**config.mk**
```make
export PLATFORM = sky130hd
export DESIGN_NAME = scv_rominit_sink
export DESIGN_NICKNAME = d
export VERILOG_FILES = /design/src/rtl/scv_rominit_sink.sv
export SDC_FILE = /design/constraint.sdc
export NUM_CORES = 1
export LEC_CHECK = 0
export ABC_AREA = 1
export CAP_MARGIN = 20
export CORE_UTILIZATION = 53
export CTS_BUF_LIST = sky130_fd_sc_hd__clkbuf_16
export DETAILED_ROUTE_END_ITERATION = 16
export PLACE_DENSITY_LB_ADDON = 0.2
export SLEW_MARGIN = 20
export SYNTH_ARGS = -nofsm -noshare
export SYNTH_HDL_FRONTEND = slang
export SYNTH_SLANG_ARGS = --single-unit
```
**constraint.sdc**
```tcl
create_clock -name CLK -period 8.6 [get_ports CLK]
set_input_delay 1.72 -clock CLK [delete_from_list [all_inputs] [get_ports CLK]]
set_output_delay 1.72 -clock CLK [all_outputs]
set_load 0.01 [all_outputs]
```
**src/rtl/scv_rominit_sink.sv**
```systemverilog
// scv_rominit_sink: receiving end of the ROM-initialisation byte stream.
// Validates the stream (one target at a time, strictly sequential addresses,
// no overflow past the target's size), turns each accepted byte into a
// registered one-cycle write strobe, and records per-image completion plus
// the length of the last committed cart image.
// Optional build macro: SCV_ROMINIT_CHECKSUM_EN adds CKSUM_BOOT/CHR/APU/CART,
// the mod-2^16 sum of the accepted bytes of the last committed image per target.
module scv_rominit_sink #(
    parameter int unsigned BOOT_AW = 12,
    parameter int unsigned CHR_AW  = 10,
    parameter int unsigned APU_AW  = 10,
    parameter int unsigned CART_AW = 17
) (
    input  logic        CLK,
    input  logic        RES,
    input  logic        ROMINIT_SEL_BOOT,
    input  logic        ROMINIT_SEL_CHR,
    input  logic        ROMINIT_SEL_APU,
    input  logic        ROMINIT_SEL_CART,
    input  logic [24:0] ROMINIT_ADDR,
    input  logic [7:0]  ROMINIT_DATA,
    input  logic        ROMINIT_VALID,
    output logic [24:0] WR_ADDR,
    output logic [7:0]  WR_DATA,
    output logic        WR_BOOT,
    output logic        WR_CHR,
    output logic        WR_APU,
    output logic        WR_CART,
    output logic [3:0]  LOADED,
    output logic [17:0] CART_LEN,
    output logic        ERR
`ifdef SCV_ROMINIT_CHECKSUM_EN
    ,
    output logic [15:0] CKSUM_BOOT,
    output logic [15:0] CKSUM_CHR,
    output logic [15:0] CKSUM_APU,
    output logic [15:0] CKSUM_CART
`endif
);

    typedef enum logic [1:0] {ST_IDLE, ST_LOAD, ST_COMMIT} state_t;

    state_t      state_q, state_d;
    logic [1:0]  tgt_q, tgt_d;
    logic [17:0] cnt_q, cnt_d;
    logic [24:0] wr_addr_q, wr_addr_d;
    logic [7:0]  wr_data_q, wr_data_d;
    logic [3:0]  wr_stb_q, wr_stb_d;
    logic [3:0]  loaded_q, loaded_d;
    logic [17:0] cart_len_q, cart_len_d;
    logic        err_q, err_d;

    logic [3:0]  sel;
    logic [3:0]  tgt_mask;
    logic [17:0] lim;
    logic        start;
    logic        accept;
    logic        commit;

    // Target index 0..3 matches the LOADED bit order {cart, apu, chr, boot}
    function automatic logic [1:0] sel_index(input logic [3:0] s);
        if (s[0])      return 2'd0;
        else if (s[1]) return 2'd1;
        else if (s[2]) return 2'd2;
        else           return 2'd3;
    endfunction

    assign sel      = {ROMINIT_SEL_CART, ROMINIT_SEL_APU, ROMINIT_SEL_CHR, ROMINIT_SEL_BOOT};
    assign tgt_mask = 4'b0001 << tgt_q;
    assign start    = (state_q == ST_IDLE) && $onehot(sel);
    assign accept   = (state_q == ST_LOAD) && ROMINIT_VALID &&
                      (ROMINIT_ADDR == {7'd0, cnt_q}) && (cnt_q < lim);
    assign commit   = (state_q == ST_COMMIT);

    // Capacity of the latched target in bytes
    always_comb begin
        lim = '0;
        case (tgt_q)
            2'd0:    lim = 18'd1 << BOOT_AW;
            2'd1:    lim = 18'd1 << CHR_AW;
            2'd2:    lim = 18'd1 << APU_AW;
            default: lim = 18'd1 << CART_AW;
        endcase
    end

    // Next-state, write-strobe and bookkeeping logic
    always_comb begin
        state_d    = state_q;
        tgt_d      = tgt_q;
        cnt_d      = cnt_q;
        wr_addr_d  = wr_addr_q;
        wr_data_d  = wr_data_q;
        wr_stb_d   = '0;
        loaded_d   = loaded_q;
        cart_len_d = cart_len_q;
        err_d      = err_q;
        case (state_q)
            ST_IDLE: begin
                if (start) begin
                    state_d = ST_LOAD;
                    tgt_d   = sel_index(sel);
                    cnt_d   = '0;
                end else if (sel != '0) begin
                    err_d = 1'b1;
                end
            end
            ST_LOAD: begin
                if (accept) begin
                    wr_stb_d[tgt_q] = 1'b1;
                    wr_addr_d       = ROMINIT_ADDR;
                    wr_data_d       = ROMINIT_DATA;
                    cnt_d           = cnt_q + 18'd1;
                end else if (ROMINIT_VALID) begin
                    err_d = 1'b1;
                end
                // Latched SEL falling wins over any other SEL in the same cycle
                if (!sel[tgt_q]) begin
                    state_d = ST_COMMIT;
                end else if ((sel & ~tgt_mask) != '0) begin
                    err_d = 1'b1;
                end
            end
            ST_COMMIT: begin
                loaded_d[tgt_q] = 1'b1;
                if (tgt_q == 2'd3) begin
                    cart_len_d = cnt_q;
                end
                state_d = ST_IDLE;
            end
            default: state_d = ST_IDLE;
        endcase
    end

    // State and output registers
    always_ff @(posedge CLK) begin
        if (RES) begin
            state_q    <= ST_IDLE;
            tgt_q      <= '0;
            cnt_q      <= '0;
            wr_addr_q  <= '0;
            wr_data_q  <= '0;
            wr_stb_q   <= '0;
            loaded_q   <= '0;
            cart_len_q <= '0;
            err_q      <= 1'b0;
        end else begin
            state_q    <= state_d;
            tgt_q      <= tgt_d;
            cnt_q      <= cnt_d;
            wr_addr_q  <= wr_addr_d;
            wr_data_q  <= wr_data_d;
            wr_stb_q   <= wr_stb_d;
            loaded_q   <= loaded_d;
            cart_len_q <= cart_len_d;
            err_q      <= err_d;
        end
    end

    assign WR_ADDR  = wr_addr_q;
    assign WR_DATA  = wr_data_q;
    assign WR_BOOT  = wr_stb_q[0];
    assign WR_CHR   = wr_stb_q[1];
    assign WR_APU   = wr_stb_q[2];
    assign WR_CART  = wr_stb_q[3];
    assign LOADED   = loaded_q;
    assign CART_LEN = cart_len_q;
    assign ERR      = err_q;

`ifdef SCV_ROMINIT_CHECKSUM_EN
    logic [15:0] acc_q, acc_d;
    logic [15:0] cksum_q [4];
    logic [15:0] cksum_d [4];

    // Running sum of accepted bytes, published to the target's slot on commit
    always_comb begin
        acc_d   = acc_q;
        cksum_d = cksum_q;
        if (start) begin
            acc_d = '0;
        end else if (accept) begin
            acc_d = acc_q + {8'd0, ROMINIT_DATA};
        end
        if (commit) begin
            cksum_d[tgt_q] = acc_q;
        end
    end

    // Checksum registers
    always_ff @(posedge CLK) begin
        if (RES) begin
            acc_q   <= '0;
            cksum_q <= '{default: '0};
        end else begin
            acc_q   <= acc_d;
            cksum_q <= cksum_d;
        end
    end

    assign CKSUM_BOOT = cksum_q[0];
    assign CKSUM_CHR  = cksum_q[1];
    assign CKSUM_APU  = cksum_q[2];
    assign CKSUM_CART = cksum_q[3];
`endif

endmodule
```
==> impl_table.tex, run 1 <==
\begin{tabular}{lr}
\hline
Metric & Value \\
\hline
\multicolumn{2}{l}{\textbf{CTS}} \\
\quad Root buffer cell & clkbuf\_16 \\
\quad \# H-tree levels & 3 \\
\quad CTS tree & done \\
\quad Sinks on the clock net & 82 \\
\quad Maximum buffer depth of the clock tree & 2 \\
\quad Cts bufs inserted & 9 \\
\quad Worst-path clk slew & 70 ps \\
\quad Number of gates given a new drive strength after cts & 0 \\
\quad Count of hold buffers inserted by post-cts repair & 0 \\
\quad Clk Latency, worst-skew pair & 350 ps \\
\quad Postcts setup bufs & 0 \\
\multicolumn{2}{l}{\textbf{Routing}} \\
\quad Average wire per standard cell & 14.4 um \\
\quad Via/cell ratio & 5.23 \\
\quad Number of remaining DRC errors & 0 \\
\quad Total Routed Length & 11200 um \\
\quad Post-route antenna net violation count & 0 \\
\quad Initial DRT Pass Iterations & 5 \\
\quad Count of vias placed by the detailed router & 4087 \\
\quad First-iteration detailed-routing DRC count & 287 \\
\multicolumn{2}{l}{\textbf{STA}} \\
\quad Setup repair after global routing missed its margin & false \\
\quad Tmin final & 4500 ps \\
\quad Post-route fraction of the period consumed by the critical path & 0.524 \\
\quad Number of pins exceeding their max-slew limit in the final report & 0 \\
\quad Actual transition at the worst max-transition pin & 824 ps \\
\quad Total Negative Setup Slacks & 0 ps \\
\quad Worst-case hold slack & 448 ps \\
\quad Setup clock skew after layout & 7.80 ps \\
\quad Final Hold Viols & 0 \\
\quad Final setup slack of the worst path & 4100 ps \\
\quad Max Fclk & 0.222 GHz \\
\quad Normalized max-slew margin & 0.449 \\
\quad Number of endpoints failing setup at the final stage & 0 \\
\multicolumn{2}{l}{\textbf{Pwr}} \\
\quad Power per Cell Area & 167 nW/um\^{}2 \\
\quad Power consumption & 895 uW \\
\quad Leakage power & 2.12 nW \\
\quad Worst voltage drop across the vdd grid & 0.000120 V \\
\multicolumn{2}{l}{\textbf{Yosys}} \\
\quad Syn. warnings & 0 \\
\quad Post-synth top area cell & dfxtp\_1 \\
\quad Top cells by area, synth & dfxtp\_1, nand2\_1, nor2\_1 \\
\quad Share of the synthesized area in the top cell type & 0.402 \\
\quad Number of distinct library cells after synthesis & 36 \\
\quad Post-synthesis share of cell area spent on and, or, nand and nor gates & 0.307 \\
\quad Largest family of logic cells by synthesized area & simple AND/OR/NAND/NOR gates \\
\quad Seq cells post-synth & 82 \\
\quad Fraction of synthesis flops using an asynchronous set or reset pin & 0 \\
\quad Adder and majority cell fraction of the synthesized area & 0.0356 \\
\quad Number of enable flip-flop cells after synthesis & 0 \\
\quad Predominant post-synthesis flop cell & dfxtp\_1 \\
\quad Compound-Gate Fraction of Synth Area & 0.110 \\
\quad Post-synthesis xor/xnor area fraction & 0.0258 \\
\quad Synthesized area per cell & 6.89 um\^{}2 \\
\quad Multiplexer share of the synthesized area & 0 \\
\quad Sequential-to-total area share from yosys stat & 0.402 \\
\quad Netlist area before placement & 4080 um\^{}2 \\
\quad Mapped Nets & 643 \\
\quad Cells after Synth & 592 \\
\multicolumn{2}{l}{\textbf{Setup path}} \\
\quad Crit path max fanout & 24 \\
\quad Worst Path Class, Setup & input pin to flop \\
\quad Endpoint required time on the critical path & 8880 ps \\
\quad Endpoint type of the worst setup path & flop \\
\quad Arrival time of data at the critical path endpoint & 4780 ps \\
\quad Worst reg-to-reg setup slack & 5090 ps \\
\quad Startpoint types & input pin \\
\multicolumn{2}{l}{\textbf{Floorplan}} \\
\quad Total Die Area & 8050 um\^{}2 \\
\quad Height of the chip & 89.7 um \\
\quad Total core area & 7330 um\^{}2 \\
\quad I/O pin cnt & 100 \\
\quad Std-Cell Rows & 31 \\
\quad Initial core utilization & 0.556 \\
\quad Die Span X & 89.7 um \\
\multicolumn{2}{l}{\textbf{Layout}} \\
\quad Fraction of final layout cells sized beyond drive strength 1 & 0.0483 \\
\quad Final core utilization & 0.729 \\
\quad Relative area change from synthesis to final layout & 31.0\% \\
\quad Final-layout fill cell count & 619 \\
\quad Count of inserted antenna diode cells & 0 \\
\quad Multi-input gate area & 1950 um\^{}2 \\
\quad Register Area & 1640 um\^{}2 \\
\quad Post-layout net count & 729 \\
\multicolumn{2}{l}{\textbf{Run}} \\
\quad Max-cap violations & 0 \\
\multicolumn{2}{l}{\textbf{GRT}} \\
\quad Global-route usage over all layers & 0.294 \\
\quad Vias in the first global route & 4031 \\
\quad Remaining global-route overflow & 0 \\
\quad Global-route wire length before repair & 19000 um \\
\quad Initial antenna violation count & 0 \\
\quad Pin count of the biggest net entering global routing & 48 \\
\multicolumn{2}{l}{\textbf{Run status}} \\
\quad Outcome & complete, no violations \\
\multicolumn{2}{l}{\textbf{Placement}} \\
\quad Dpl ws & 3760 ps \\
\quad IO Port Bufs & 99 \\
\quad Routability Congestion & 0.891 \\
\quad HPWL reported at the end of detailed placement & 8060 um \\
\multicolumn{2}{l}{\textbf{Worst hold path}} \\
\quad Min-delay worst type & flop to flop \\
\hline
\end{tabular}
-- routing by layer --
layer	part of all wire	global-route usage
met5	0	0
met4	0.018	0.126
met3	0.067	0.0457
met2	0.48	0.516
met1	0.43	0.356
-- state kept, by name, summed over array words and instances (netlist names) --
register,count
cnt_q,18
CART_LEN,18
WR_ADDR,25
tgt_q,2
wr_stb_q,4
LOADED,4
ERR,1
WR_DATA,8
state_q,2
-- synthesized netlist by cell type (2+ instances only) --
master	n
nand2_1	120
o21ai_1	6
nand3_1	55
nand2_2	2
nand4_1	6
o22ai_1	2
nor2_1	94
buf_6	7
clkbuf_1	12
dfxtp_1	82
o21ai_0	24
a21oi_1	48
inv_1	72
xnor2_1	3
nor4_1	5
clkinv_1	2
nor3_1	7
buf_2	4
nor2_2	3
xor2_1	9
inv_2	4
buf_8	2
ha_1	10
-- power by group --
part	internal, mW	switching [mW]
registers	0.383	0.00438
logic	0.0402	0.0641
clock network	0.231	0.171
-- worst paths after layout --
check	from	endpoint	cells past startpoint
max	ROMINIT_SEL_BOOT	cnt_q[15]	11
min	LOADED[2]	LOADED[2]	2
max reg2reg	tgt_q[0]	cnt_q[15]	12
min reg2reg	LOADED[2]	LOADED[2]	2
-- cells by family (layout without fill, tap and decap cells) --
family	after synthesis	in the layout
AND/OR/NAND/NOR	296	296
flip-flops	82	82
adder cells (fa/ha/maj)	11	11
buffers and inverters	106	197
XOR/XNOR	12	12
AO/OA/AOI/OAI	85	85
-- area by class of cell --
class                      instances  share of cell area
multi-input combinational        404               0.366
clock inverter                     7              0.0157
clock buffer                       9              0.0422
timing repair buffer             102               0.190
inverter                          79              0.0564
tap                               99              0.0232
sequential                        82               0.307
-- metrics by stage --
step | area (um^2) | cells
final | 5340 | 782
after detailed placement | 5030 | 766
after global placement | 5030 | 766
after CTS | 5340 | 782
after global routing | 5340 | 782
after floorplan | 4080 | 592
-- worst max-delay path, stage by stage --
cell and delay [ps]:
clkdlybuf4s50_1 490, inv_1 100, fa_1 550, inv_1 40, ha_1 170, ha_1 290
nor4_2 480, inv_2 220, nand2_2 400, nand3_1 150, a21oi_1 170
-- placed cells by master, fill, tap and decap left out, drive strengths merged, types with 2 or more instances in the layout --
master / instances
o21ai: 30
nor2: 98
xor2: 9
o22ai: 2
nand4: 6
nand2: 122
nand3: 55
nor4: 6
nor3: 8
inv: 80
clkinv: 5
clkdlybuf4s50: 99
buf: 3
xnor2: 3
dfxtp: 82
ha: 10
a21oi: 48
clkbuf: 9
Power figures use the tool's default switching activity.
==> inputs of run 2 (changes only) <==
- CORE_UTILIZATION: 53 -> 50
- clock period: 8.6 -> 4.5 ns (I/O delays scaled with it)
==> run 2 against run 1 <==
  * Register-to-register slack lost 3500 ps
  * Largest power group unchanged
  * Flip-flop and latch count is the same
  * Cell count grew 0.64%
==> impl_table.tex, run 2 (same netlist as run 1, synthesis figures left out) <==
\begin{tabular}{lr}
\hline
Metric & Value \\
\hline
\multicolumn{2}{l}{\textbf{Routing}} \\
\quad Count of vias placed by the detailed router & 4115 \\
\quad Post-route antenna net violation count & 0 \\
\quad Initial DRT Pass Iterations & 7 \\
\quad Number of remaining DRC errors & 0 \\
\quad Average wire per standard cell & 14.0 um \\
\quad Via/cell ratio & 5.23 \\
\quad Total Routed Length & 11000 um \\
\quad First-iteration detailed-routing DRC count & 316 \\
\multicolumn{2}{l}{\textbf{STA}} \\
\quad Max Fclk & 0.267 GHz \\
\quad Final setup slack of the worst path & 760 ps \\
\quad Post-route fraction of the period consumed by the critical path & 0.831 \\
\quad Number of endpoints failing setup at the final stage & 0 \\
\quad Setup clock skew after layout & 5.61 ps \\
\quad Setup repair after global routing missed its margin & false \\
\quad Total Negative Setup Slacks & 0 ps \\
\quad Tmin final & 3740 ps \\
\quad Normalized max-slew margin & 0.538 \\
\quad Number of pins exceeding their max-slew limit in the final report & 0 \\
\quad Final Hold Viols & 0 \\
\quad Actual transition at the worst max-transition pin & 692 ps \\
\multicolumn{2}{l}{\textbf{Worst hold path}} \\
\quad Min-delay worst type & flop to flop \\
\quad End of the worst hold path & LOADED[1] \\
\quad Number of cells on the worst hold path & 2 \\
\quad Hold Startpoint & LOADED[1] \\
\multicolumn{2}{l}{\textbf{Run}} \\
\quad Max-cap violations & 0 \\
\multicolumn{2}{l}{\textbf{CTS}} \\
\quad Cts bufs inserted & 9 \\
\quad Number of gates given a new drive strength after cts & 0 \\
\quad Worst-path clk slew & 60 ps \\
\quad Root buffer cell & clkbuf\_16 \\
\quad \# H-tree levels & 3 \\
\quad Postcts setup bufs & 0 \\
\quad CTS tree & done \\
\quad Count of hold buffers inserted by post-cts repair & 0 \\
\quad Sinks on the clock net & 82 \\
\quad Clk Latency, worst-skew pair & 340 ps \\
\quad Maximum buffer depth of the clock tree & 2 \\
\multicolumn{2}{l}{\textbf{Floorplan}} \\
\quad I/O pin cnt & 100 \\
\quad Height of the chip & 92.3 um \\
\quad Initial core utilization & 0.522 \\
\quad Die Span X & 92.3 um \\
\quad Std-Cell Rows & 32 \\
\quad Total Die Area & 8520 um\^{}2 \\
\quad Total core area & 7810 um\^{}2 \\
\multicolumn{2}{l}{\textbf{Setup path}} \\
\quad Worst Path Class, Setup & input pin to flop \\
\quad Worst reg-to-reg path cell count & 14 \\
\quad Endpoint type of the worst setup path & flop \\
\quad Endpoint required time on the critical path & 4740 ps \\
\quad Worst reg2reg path endpoint & cnt\_q[14] \\
\quad Arrival time of data at the critical path endpoint & 3980 ps \\
\quad Crit path max fanout & 24 \\
\quad Startpoint types & input pin \\
\quad Worst reg-to-reg setup slack & 1570 ps \\
\quad Crit Reg-Reg Startpoint & tgt\_q[0] \\
\multicolumn{2}{l}{\textbf{Pwr}} \\
\quad Worst voltage drop across the vdd grid & 0.000257 V \\
\quad Leakage power & 2.14 nW \\
\quad Power per Cell Area & 328 nW/um\^{}2 \\
\multicolumn{2}{l}{\textbf{Layout}} \\
\quad Fraction of final layout cells sized beyond drive strength 1 & 0.0511 \\
\quad Post-route standard cell area excluding fillers & 5380 um\^{}2 \\
\quad Final core utilization & 0.690 \\
\quad Relative area change from synthesis to final layout & 32.0\% \\
\quad Final-layout fill cell count & 683 \\
\quad Post-layout net count & 731 \\
\quad Count of inserted antenna diode cells & 0 \\
\quad Most common library cell in the layout ignoring fill and taps & nand2\_1 \\
\quad Most frequent cells in the layout & nand2\_1, clkdlybuf4s50\_1, nor2\_1, dfxtp\_1, inv\_1 \\
\quad Flip-flop count of the largest register after layout & 25 \\
\multicolumn{2}{l}{\textbf{Run status}} \\
\quad Outcome & complete, no violations \\
\multicolumn{2}{l}{\textbf{GRT}} \\
\quad Global-route usage over all layers & 0.273 \\
\quad Vias in the first global route & 3871 \\
\quad Remaining global-route overflow & 0 \\
\quad Pin count of the biggest net entering global routing & 38 \\
\quad Initial antenna violation count & 0 \\
\quad Global-route wire length before repair & 18500 um \\
\multicolumn{2}{l}{\textbf{Placement}} \\
\quad Routability Congestion & 0.973 \\
\quad Dpl ws & 417 ps \\
\quad Total cell area at the placement stage & 5050 um\^{}2 \\
\quad IO Port Bufs & 99 \\
\quad HPWL reported at the end of detailed placement & 7930 um \\
\hline
\end{tabular}
## run 2: cell types whose count changed in the layout (fill, tap and decap cells not counted)
cell       change
inv_8          -1
bufinv_16      +1
clkinv_4       -1
inv_6          +2
clkinv_2       -1
buf_4          +2
## run 2: how the worst max path moves through the flow
stage / startpoint / endpoint / slack (ps)
after global routing: ROMINIT_SEL_BOOT / cnt_q[15] / 520
final: ROMINIT_SEL_BOOT / cnt_q[0] / 760
after floorplan: ROMINIT_SEL_BOOT / cnt_q[0] / 1430
after detailed placement: ROMINIT_SEL_BOOT / cnt_q[0] / 420
after CTS: ROMINIT_SEL_BOOT / cnt_q[0] / 770
after global placement: ROMINIT_SEL_BOOT / cnt_q[0] / 630
## run 2: per-stage QoR
step	hold slack [ps]	power (mW)	std cells
6_report	451	1.76	787
3_3_place_gp	438	0.947	771
4_1_cts	453	1.77	787
5_1_grt	473	1.83	787
3_5_place_dp	441	0.953	771
2_1_floorplan	474	0.878	592
## run 2: layer usage
| layer | track usage | share of wire | routed length [um] |
|---|---|---|---|
| met1 | 0.360 | 0.43 | 4760 |
| met2 | 0.457 | 0.48 | 5280 |
| met3 | 0.0468 | 0.074 | 815 |
| met4 | 0.0807 | 0.017 | 183 |
| met5 | 0 | 0 | 0 |
## run 2: power breakdown
part / switching (mW) / internal [mW]
Combinational: 0.124 / 0.0770
Sequential: 0.00901 / 0.733
Clock: 0.323 / 0.498
Total: 0.456 / 1.31
## run 2: final cells by class
| cell class | count | area [um^2] | share of cell area |
|---|---|---|---|
| repair buffers | 104 | 1030 | 0.191 |
| clock buffers | 9 | 225 | 0.0418 |
| inverters | 79 | 302 | 0.0560 |
| well taps | 102 | 128 | 0.0237 |
| multi-input cells | 404 | 1950 | 0.363 |
| flip-flops and latches | 82 | 1640 | 0.305 |
| clock inverters | 7 | 106 | 0.0198 |
## run 2: critical path, stage by stage
cell and delay (ps):
clkdlybuf4s50_1 500, inv_1 100, fa_1 540, inv_1 40, ha_1 190, ha_1 280, nor4_2 510, inv_2 230
nand2_2 410, nor2_1 80, o21a_1 190
